File: src/rtl/tlc_pkg.sv
// Shared types and default durations for the highway/farm-road traffic light controller.
package tlc_pkg;

    typedef enum logic [2:0] {
        PH_AR0 = 3'b000,
        PH_HG  = 3'b001,
        PH_HY  = 3'b010,
        PH_AR1 = 3'b011,
        PH_FG  = 3'b100,
        PH_FY  = 3'b101
    } phase_e;

    typedef enum logic [1:0] {
        LIGHT_GREEN  = 2'b00,
        LIGHT_YELLOW = 2'b01,
        LIGHT_RED    = 2'b10
    } light_e;

    localparam int unsigned TLC_CW         = 31;
    localparam int unsigned TLC_T_ALLRED   = 50_000_000;
    localparam int unsigned TLC_T_HWY_MIN  = 1_500_000_000;
    localparam int unsigned TLC_T_YELLOW   = 150_000_000;
    localparam int unsigned TLC_T_FARM_MIN = 250_000_000;
    localparam int unsigned TLC_T_FARM_MAX = 750_000_000;
    localparam int unsigned TLC_T_FARM_GAP = 100_000_000;
    localparam int unsigned TLC_T_WALK     = 300_000_000;

    // Illegal phase codes show red on both heads.
    function automatic logic [1:0] hwy_light(input logic [2:0] ph);
        case (ph)
            PH_HG:   return LIGHT_GREEN;
            PH_HY:   return LIGHT_YELLOW;
            default: return LIGHT_RED;
        endcase
    endfunction

    function automatic logic [1:0] farm_light(input logic [2:0] ph);
        case (ph)
            PH_FG:   return LIGHT_GREEN;
            PH_FY:   return LIGHT_YELLOW;
            default: return LIGHT_RED;
        endcase
    endfunction

endpackage

File: src/rtl/tlc_sync2.sv
// Two-flop synchronizer for asynchronous detector/button inputs.
module tlc_sync2 (
    input  logic Clk,
    input  logic Rst,
    input  logic async_in,
    output logic sync_out
);

    logic meta_q, meta_d;
    logic sync_q, sync_d;

    always_comb begin
        meta_d = async_in;
        sync_d = meta_q;
    end

    always_ff @(posedge Clk) begin
        if (Rst) begin
            meta_q <= 1'b0;
            sync_q <= 1'b0;
        end else begin
            meta_q <= meta_d;
            sync_q <= sync_d;
        end
    end

    assign sync_out = sync_q;

endmodule

File: src/rtl/tlc_phase_scheduler.sv
// Sensor-gated phase sequencer driving the highway and farm-road light heads.
// Optional pedestrian walk phase is built when TLC_PED_EN is defined.
module tlc_phase_scheduler
    import tlc_pkg::*;
#(
    parameter int unsigned CW         = TLC_CW,
    parameter int unsigned T_ALLRED   = TLC_T_ALLRED,
    parameter int unsigned T_HWY_MIN  = TLC_T_HWY_MIN,
    parameter int unsigned T_YELLOW   = TLC_T_YELLOW,
    parameter int unsigned T_FARM_MIN = TLC_T_FARM_MIN,
    parameter int unsigned T_FARM_MAX = TLC_T_FARM_MAX,
`ifdef TLC_PED_EN
    parameter int unsigned T_FARM_GAP = TLC_T_FARM_GAP,
    parameter int unsigned T_WALK     = TLC_T_WALK
`else
    parameter int unsigned T_FARM_GAP = TLC_T_FARM_GAP
`endif
) (
    input  logic          Clk,
    input  logic          Rst,
    input  logic          FarmSensor,
    output logic [1:0]    highwaySignal,
    output logic [1:0]    farmSignal,
    output logic [2:0]    phase,
    output logic [CW-1:0] Count,
`ifdef TLC_PED_EN
    output logic          PhaseStart,
    input  logic          PedReq,
    output logic          Walk
`else
    output logic          PhaseStart
`endif
);

    localparam logic [2:0] ST_AR0 = PH_AR0;
    localparam logic [2:0] ST_HG  = PH_HG;
    localparam logic [2:0] ST_HY  = PH_HY;
    localparam logic [2:0] ST_AR1 = PH_AR1;
    localparam logic [2:0] ST_FG  = PH_FG;
    localparam logic [2:0] ST_FY  = PH_FY;

    localparam logic [CW-1:0] ALLRED_LAST   = CW'(T_ALLRED - 1);
    localparam logic [CW-1:0] HWY_MIN_LAST  = CW'(T_HWY_MIN - 1);
    localparam logic [CW-1:0] YELLOW_LAST   = CW'(T_YELLOW - 1);
    localparam logic [CW-1:0] FARM_MIN_LAST = CW'(T_FARM_MIN - 1);
    localparam logic [CW-1:0] FARM_MAX_LAST = CW'(T_FARM_MAX - 1);
    localparam logic [CW-1:0] GAP_LAST      = CW'(T_FARM_GAP - 1);

    logic [2:0]    phase_q, phase_d;
    logic [CW-1:0] count_q, count_d;
    logic [CW-1:0] gap_q, gap_d, gap_now;
    logic          farm_req_q, farm_req_d;
    logic          sens_s;
    logic          serve_req;
    logic          fg_min_met;
    logic          enter_fg;

    tlc_sync2 u_sens_sync (
        .Clk      (Clk),
        .Rst      (Rst),
        .async_in (FarmSensor),
        .sync_out (sens_s)
    );

`ifdef TLC_PED_EN
    localparam logic [CW-1:0] WALK_LAST = CW'(T_WALK - 1);
    localparam logic [CW-1:0] WALK_LEN  = CW'(T_WALK);

    logic ped_s;
    logic ped_req_q, ped_req_d;
    logic walk_q, walk_d;

    tlc_sync2 u_ped_sync (
        .Clk      (Clk),
        .Rst      (Rst),
        .async_in (PedReq),
        .sync_out (ped_s)
    );

    assign serve_req  = farm_req_q | ped_req_q;
    assign fg_min_met = (count_q >= FARM_MIN_LAST) && (!walk_q || count_q >= WALK_LAST);

    // walk_q marks an FG that was entered on behalf of a pedestrian.
    always_comb begin
        ped_req_d = ped_req_q;
        walk_d    = walk_q;
        if (enter_fg) begin
            ped_req_d = 1'b0;
            walk_d    = ped_req_q;
        end else begin
            if (ped_s && phase_q != ST_FG) ped_req_d = 1'b1;
            if (phase_q != ST_FG)          walk_d    = 1'b0;
        end
    end

    always_ff @(posedge Clk) begin
        if (Rst) begin
            ped_req_q <= 1'b0;
            walk_q    <= 1'b0;
        end else begin
            ped_req_q <= ped_req_d;
            walk_q    <= walk_d;
        end
    end

    assign Walk = walk_q && (phase_q == ST_FG) && (count_q < WALK_LEN);
`else
    assign serve_req  = farm_req_q;
    assign fg_min_met = (count_q >= FARM_MIN_LAST);
`endif

    // A sensed vehicle this cycle counts as gap zero, so the gap rule sees it immediately.
    assign gap_now = sens_s ? '0 : gap_q;

    always_comb begin
        phase_d = phase_q;
        case (phase_q)
            ST_AR0: if (count_q == ALLRED_LAST) phase_d = ST_HG;
            ST_HG:  if (count_q >= HWY_MIN_LAST && serve_req) phase_d = ST_HY;
            ST_HY:  if (count_q == YELLOW_LAST) phase_d = ST_AR1;
            ST_AR1: if (count_q == ALLRED_LAST) phase_d = ST_FG;
            ST_FG:  if (count_q == FARM_MAX_LAST || (fg_min_met && gap_now >= GAP_LAST))
                        phase_d = ST_FY;
            ST_FY:  if (count_q == YELLOW_LAST) phase_d = ST_AR0;
            default: phase_d = ST_AR0;
        endcase
    end

    assign enter_fg = (phase_q == ST_AR1) && (phase_d == ST_FG);

    always_comb begin
        count_d    = '0;
        gap_d      = '0;
        farm_req_d = farm_req_q;
        if (phase_d == phase_q)
            count_d = (count_q == '1) ? count_q : count_q + CW'(1);
        if (phase_d == ST_FG && phase_q == ST_FG)
            gap_d = (gap_now == '1) ? gap_now : gap_now + CW'(1);
        if (enter_fg)
            farm_req_d = 1'b0;
        else if (sens_s && phase_q != ST_FG)
            farm_req_d = 1'b1;
    end

    always_ff @(posedge Clk) begin
        if (Rst) begin
            phase_q    <= ST_AR0;
            count_q    <= '0;
            gap_q      <= '0;
            farm_req_q <= 1'b0;
        end else begin
            phase_q    <= phase_d;
            count_q    <= count_d;
            gap_q      <= gap_d;
            farm_req_q <= farm_req_d;
        end
    end

    assign highwaySignal = hwy_light(phase_q);
    assign farmSignal    = farm_light(phase_q);
    assign phase         = phase_q;
    assign Count         = count_q;
    assign PhaseStart    = (count_q == '0);

endmodule

File: config.mk
export PLATFORM = sky130hd
export DESIGN_NAME = tlc_phase_scheduler
export DESIGN_NICKNAME = d
export VERILOG_FILES = /design/src/rtl/tlc_pkg.sv /design/src/rtl/tlc_sync2.sv /design/src/rtl/tlc_phase_scheduler.sv
export SDC_FILE = /design/constraint.sdc
export NUM_CORES = 1
export LEC_CHECK = 0
export ABC_AREA = 1
export CAP_MARGIN = 25
export CORE_UTILIZATION = 25
export DETAILED_ROUTE_END_ITERATION = 16
export PLACE_DENSITY = 0.45
export SLEW_MARGIN = 20
export SYNTH_ARGS = -nofsm -noshare
export SYNTH_HDL_FRONTEND = slang
export SYNTH_SLANG_ARGS = --single-unit
export TNS_END_PERCENT = 30
File: constraint.sdc
create_clock -name Clk -period 2.22 [get_ports Clk]
set_input_delay 0.444 -clock Clk [delete_from_list [all_inputs] [get_ports Clk]]
set_output_delay 0.444 -clock Clk [all_outputs]
set_load 0.005 [all_outputs]
# Word-level counts from Yosys, hierarchy flattened
# Cells that the tools add are included.
# word_totals
latchBits	0
romBits	0
in_bits	3
ff_bits	68
n_memories	0
ram_bits	0
# op_classes
mul	0
magnitude_cmp	3
n_div	0
n_eq_ne	13
add_sub_neg	2
shift	0
muxes	11
n_reduce_logical	11
n_bitwise	2
# ops
op	n
$add A31 B1 Y31 const B	2
$eq A31 B31 Y1 const B	2
$mux W31	2
$eq A31 B26 Y1 const B	1
$eq A31 B28 Y1 const B	1
$eq A31 B30 Y1 const B	1
$ge A31 B27 Y1 const B	1
$ge A31 B28 Y1 const B	1
$ge A31 B31 Y1 const B	1
$logic_not A31 Y1	1
$mux W3	6
$pmux W3 S6	1
$eq A3 B3 Y1 const B	3
$pmux W2 S2	2
$eq A3 B2 Y1 const B	2
$reduce_or A2 Y1	3
$logic_and A1 B1 Y1	5
$eq A3 B1 Y1 const B	1
$eq A3 B3 Y1	1
$logic_not A3 Y1	1
$ne A3 B3 Y1 const B	1
$not A1 Y1	2
$logic_or A1 B1 Y1	1

# Depth between registers and ports, before layout
# logic_depth
word_depth	10
depth_mapped	20

# By module
# A second synthesis with hierarchy kept.
# hier_totals
cells_unflattened	731
hier_area_um2	4785.8
# by_module_without_submodules
mod	cells_per_inst	seq_area_each_um2	area_each_um2	n_inst
tlc_phase_scheduler	725	1321.3	4730.8	1
tlc_sync2	6	40.0	55.1	1

# Worst setup path after synthesis
# No wires, ideal clock.
# synth_path
path_kind	flip-flop to flip-flop
from	reg u_sens_sync.sync_q (netlist: u_sens_sync.sync_out)
to	reg gap_q[11]
arrival_time_ps	2257
setup_slack_ps	-158
required_time_ps	2099
path_buffers	4
synth_period_minus_slack_ps	2378
path_stages_with_launch	20
path_cell_list	dfxtp_1 > inv_2 > buf_8 > buf_12 > nand2_1 > inv_1 > ha_1 > nand4_1 > nor2_1 > nand2_1 > nor2_1 > nand2_1 > nand3_1 > nand2_1 > nand2_1 > nand2_2 > nand4_2 > buf_6 > buf_12 > nor2_4
# synth_via
elab_chain_cells	10
word_cells_on_any_way	13
classes_between	1 x add/sub; 1 x order compare; 2 x eq/ne; 4 x mux; 1 x bitwise; 4 x reduce/logical
# synth_lines
element	line	source
start, declared	tlc_sync2.sv:10	logic sync_q, sync_d;
start signal, assigned	tlc_sync2.sv:23	sync_q <= sync_d;
$mux W31 (*)	tlc_phase_scheduler.sv:113	assign gap_now = sens_s ? '0 : gap_q;
$ge A31 B27 Y1	tlc_phase_scheduler.sv:122	ST_FG: if (count_q == FARM_MAX_LAST || (fg_min_met && gap_now >= GAP_LAST))
$logic_and A1 B1 Y1	tlc_phase_scheduler.sv:122	
$logic_or A1 B1 Y1	tlc_phase_scheduler.sv:122	
$mux W3	tlc_phase_scheduler.sv:122	
$pmux W3 S6	tlc_phase_scheduler.sv:117	case (phase_q)
$eq A3 B3 Y1	tlc_phase_scheduler.sv:137	if (phase_d == ST_FG && phase_q == ST_FG)
$logic_and A1 B1 Y1	tlc_phase_scheduler.sv:137	
$not A1 Y1 (no line)	--	
$reduce_or A2 Y1 (no line)	--	
end signal, assigned	tlc_phase_scheduler.sv:154	gap_q <= gap_d;
end, declared	tlc_phase_scheduler.sv:51	logic [CW-1:0] gap_q, gap_d, gap_now;
# Every way passes the cells marked *; elsewhere a longest branch is shown, timed or not.
# A chain may end at the register's enable or synchronous reset.

# Final worst setup path
# layout_path
from	reg phase_q[2] (netlist: phase[2])
to	out farmSignal[1]
# layout_via
elab_chain_cells	2
word_cells_on_any_way	3
classes_between	2 x eq/ne; 1 x mux
# layout_lines
element	line	source
start, declared	tlc_phase_scheduler.sv:49	logic [2:0] phase_q, phase_d;
start signal, assigned	tlc_phase_scheduler.sv:152	phase_q <= phase_d;
$eq A3 B3 Y1	tlc_pkg.sv:38	case (ph)
$pmux W2 S2 (*)	tlc_pkg.sv:38	
end, declared	tlc_phase_scheduler.sv:23	output logic [1:0] farmSignal,
# Marks and branches as above.

==> impl.org <==
** Status
- The flow ran to the end, and the final reports show no timing, DRC or antenna violations.

** Global routing
- Entering global routing, the biggest net connects 21 pins.
- Vias in the first global route :: around 4.9k
- The number of antenna violations at the first check in global routing was 0.
- Total global routing track utilization :: 16.7%
- Wire length of the first global-routing pass :: about 25000 microns
- Total congestion overflow after global routing :: 0

** Setup path
- CP Data Required Time :: around 1.8 ns
- On the critical path, the stage with the largest delay is an instance of sky130_fd_sc_hd__clkdlybuf4s50_1.
- Critical path type :: register to primary output
- Maximum cell stage delay along the critical path :: 0.50 ns
- For the worst flop-to-flop path, the logic depth is 12.
- Setup crit start kind :: register
- Worst R2R Setup Slack :: roughly 0.070 ns
- Of all nets on the critical path, the largest fanout is 6.
- Data arrives at the worst endpoint at 1.74 ns.
- Kind of end point of the critical path :: primary output
- In this run the critical register-to-register path is captured at Count[8]$_SDFFE_PP0P_.
- Critical R2R Launch :: Count[1]$_SDFFE_PP0P_
- Walking the worst path, the cells encountered are inv_2 > nor3_4 > or2_2 > inv_1 > clkdlybuf4s50_1.

** Placed design
- Final weighted congestion of routability-driven global placement :: approximately 0.91
- Worst slack, placed :: -0.188 ns
- In this run, placement finished with an instance count of 1105.
- # port buffers :: 41
- Placement Cell Area :: approximately 6200 sq um
- HPWL after DPL :: roughly 13000 microns

** Final layout
- Compared with the post-synthesis result, the final layout area differs by 46.6%.
- The repair_antennas step left the layout with diodes totalling 0.
- Post-route non-filler standard cell count :: between 1k and 1.5k
- After the last flow step, the layout net total stands at around 900.
- Final core occ :: a little under two fifths
- Final standard cell area without fillers :: ~7000 sq um
- Share of layout cells above drive strength 1 :: a little under a third

** Synth
- Of all cell types, the one taking the most synthesized area is sky130_fd_sc_hd__dfxtp_1.
- Area share of the leading cell type in the synthesized netlist :: 28.6%
- Number of distinct library cells after synthesis :: 34
- Synthesized-area fraction occupied by ao, oa, aoi and oai cells :: under 10%
- Among all cell types in the netlist, the one instantiated most often is sky130_fd_sc_hd__nand2_1.
- For this run, asynchronously set or reset flops after synthesis account for 0%.
- The cell area that synthesis handed to floorplanning was 4770 sq um.
- EDFF count, synth :: 0
- Dominant combinational cell family by area after synthesis :: simple AND/OR/NAND/NOR gates
- The cell count after synthesis came out at about 750.
- Simple-gate area share of the yosys netlist :: between 40% and 50%
- By count the netlist is led by sky130_fd_sc_hd__nand2_1, sky130_fd_sc_hd__nor2_1, sky130_fd_sc_hd__inv_1.
- Total of flip-flops plus latches after synthesis :: 68
- For this run, the number of Yosys warnings is 0.
- After Yosys synthesis, full adders, half adders and majority gates account for less than 1% of the synthesized area.
- In the synthesized netlist the dominant register cell turns out to be sky130_fd_sc_hd__dfxtp_1.
- Post-Synthesis Net Count :: ~750
- By area the synthesized netlist is led by sky130_fd_sc_hd__dfxtp_1, sky130_fd_sc_hd__nand2_1, sky130_fd_sc_hd__nor2_1, sky130_fd_sc_hd__inv_1, sky130_fd_sc_hd__xor2_1.
- Multiplexer share of the synthesized area :: 0%
- Post-Synth XOR/XNOR Area :: under 10%
- Sequential fraction of the synthesis area :: approximately 29%
- Averaged over all synthesized cells, the footprint is 6.40 sq um.

** Hold path
- Hold wc startpoint :: u_sens_sync.meta_q$_SDFF_PP0_
- The tightest min-delay check is of the register to register type.
- Along the worst hold path, the cell count comes to 2.
- The path with the worst hold slack has its endpoint at u_sens_sync.sync_out$_SDFF_PP0_.

** Power
- Share of total power in combinational logic :: 5.4%
- Sequential fraction of design power :: between 40 and 50%
- Internal power summed over all cells :: 2.05 mW
- The analysis attributes to cell leakage a power of around 2.8 nW.
- Clock network power share :: between 40 and 50%
- Overall power consumption after layout is estimated at between 2 and 3 mW.
- Switching part of the total power :: about a quarter
- Maximum resistive drop on vdd :: around 0.33 mV
- For this design the ratio of total power to cell area is a little under 400 nW/um^2.
- Psw :: 0.699 mW

** Floorplanning
- Chip Width :: 140 microns
- Total I/O pin count :: 42
- Die outline area :: 19600 sq um
- Die extent in y :: about 140 microns
- Core ar. :: around 19000 sq um
- Initial core utilization :: 25.5%
- In this run the core area contains 50 standard-cell rows.

** Routing
- The first TritonRoute pass finished after 5 iterations.
- After detailed routing, the total wire length is 16600 microns.
- Across all layers, the routed design uses around 5.2k vias.
- Number of remaining DRC errors :: 0
- Vias per cell :: between 4 and 5
- The first routing iteration left approximately 450 violations.
- Number of nets still failing antenna checks after routing :: 0
- In the final routed layout, each cell accounts on average for 14.6 microns.

** STA
- Unrepaired setup endpoints after global routing :: yes
- Final worst setup slack :: 0.0394 ns
- For the finished layout, the period the worst path requires is between 2 and 2.5 ns.
- Worst-margin pin slew :: between 0.5 and 0.6 ns
- The count of pins over their slew limit came to 0.
- Endpoints failing hold :: 0
- Sum of negative setup slack :: 0 ns
- Based on the critical path, the design can be clocked at up to between 400 and 500 MHz.
- Max-Slew Margin vs Limit :: about two thirds
- Tightest hold margin :: 0.405 ns
- Final setup viols :: 0
- Dividing the final minimum period by the clock period gives between 90% and 100%.
- The clock arrives with ~0.01 ns of skew.

** Clock tree
- In this run, CTS created clock tree buffers numbering 9.
- CTS max path bufs :: 2
- CTS tree :: built
- Buffers inserted to repair hold after CTS numbered 0.
- Clock tree synthesis found a total of just under 70 sinks.
- Number of H-tree levels :: 3
- The later pin in the worst-skew pair is clocked with a latency of ~0.35 ns.
- Clock-pin slew was measured on the worst setup and hold paths at 0.06 ns.
- Clock root buffer :: sky130_fd_sc_hd__clkbuf_16

** Run
- Max-cap viol count :: 0
-- cell usage in the layout, fill, tap and decap left out, types with 10 or more instances in the layout --
cell / count
sky130_fd_sc_hd__a21oi_2: 12
sky130_fd_sc_hd__buf_4: 106
sky130_fd_sc_hd__clkbuf_16: 12
sky130_fd_sc_hd__clkdlybuf4s50_1: 40
sky130_fd_sc_hd__dfxtp_1: 49
sky130_fd_sc_hd__dfxtp_2: 14
sky130_fd_sc_hd__inv_1: 89
sky130_fd_sc_hd__nand2_1: 150
sky130_fd_sc_hd__nand2_2: 16
sky130_fd_sc_hd__nand3_1: 43
sky130_fd_sc_hd__nand3_2: 10
sky130_fd_sc_hd__nand4_1: 18
sky130_fd_sc_hd__nor2_1: 132
sky130_fd_sc_hd__nor2_2: 32
sky130_fd_sc_hd__nor2_4: 21
sky130_fd_sc_hd__nor3_1: 24
sky130_fd_sc_hd__xnor2_1: 19
sky130_fd_sc_hd__xor2_1: 27
-- per-layer routing --
layer,global-route usage (%),vias to the layer above,wire (microns)
met5,0,-,0
met4,7.69,0,474
met3,3.45,34,852
met2,26.8,154,7620
met1,21.5,2367,7650
li1,-,2655,-
-- power groups by stage --
stage          logic (mW)  clock network, mW  registers, mW
2_1_floorplan      0.0535                  0           1.26
3_3_place_gp        0.114                  0           1.26
3_5_place_dp        0.112                  0           1.26
4_1_cts             0.113               1.41           1.23
5_1_grt             0.159               1.45           1.23
6_report            0.149               1.37           1.23
-- critical path: cells and delay by family, from the launching register on --
family,cells,cell delay (ns)
buffers and inverters,3,0.67
AND/OR/NAND/NOR,2,0.36
flip-flops,1,0.36
-- timing repair --
action | CTS | global route
setup endpoints to repair | 3 | 66
pin swaps | 4 | 18
setup buffers | 0 | 14
resized for setup | 15 | 106
cloned | 0 | 4
-- sequential cells by signal, summed over array words and instances (netlist names) --
register	cells
u_sens_sync.sync_out	1
farm_req_q	1
gap_q	31
u_sens_sync.meta_q	1
Count	31
phase	3
-- logic make-up after synthesis --
kind of cell / after synthesis
flip-flops: 68
buffers and inverters: 115
XOR/XNOR: 48
adder cells (fa/ha/maj): 3
AO/OA/AOI/OAI: 27
AND/OR/NAND/NOR: 484
-- final cells by class --
class	instances	area (sq um)
multi-input combinational	562	3230
fill	2031	11700
clock inverter	6	41.3
inverter	100	388
tap	234	293
timing repair buffer	158	1410
sequential	68	1400
clock buffer	9	225
-- how the worst max path moves through the flow --
stage	end	slack [ns]	cells after the start	start
after floorplan	gap_q[11]$_SDFF_PP0_	0.01	19	u_sens_sync.sync_out$_SDFF_PP0_
after global placement	PhaseStart	-0.26	5	Count[4]$_SDFFE_PP0P_
after detailed placement	PhaseStart	-0.19	5	Count[4]$_SDFFE_PP0P_
after CTS	farmSignal[1]	-0.02	5	phase[2]$_SDFF_PP0_
final	farmSignal[1]	0.04	5	phase[2]$_SDFF_PP0_
after global routing	Count[0]$_SDFFE_PP0P_	-0.11	15	Count[16]$_SDFFE_PP0P_
Note: power is estimated with default switching activity, not from simulation.
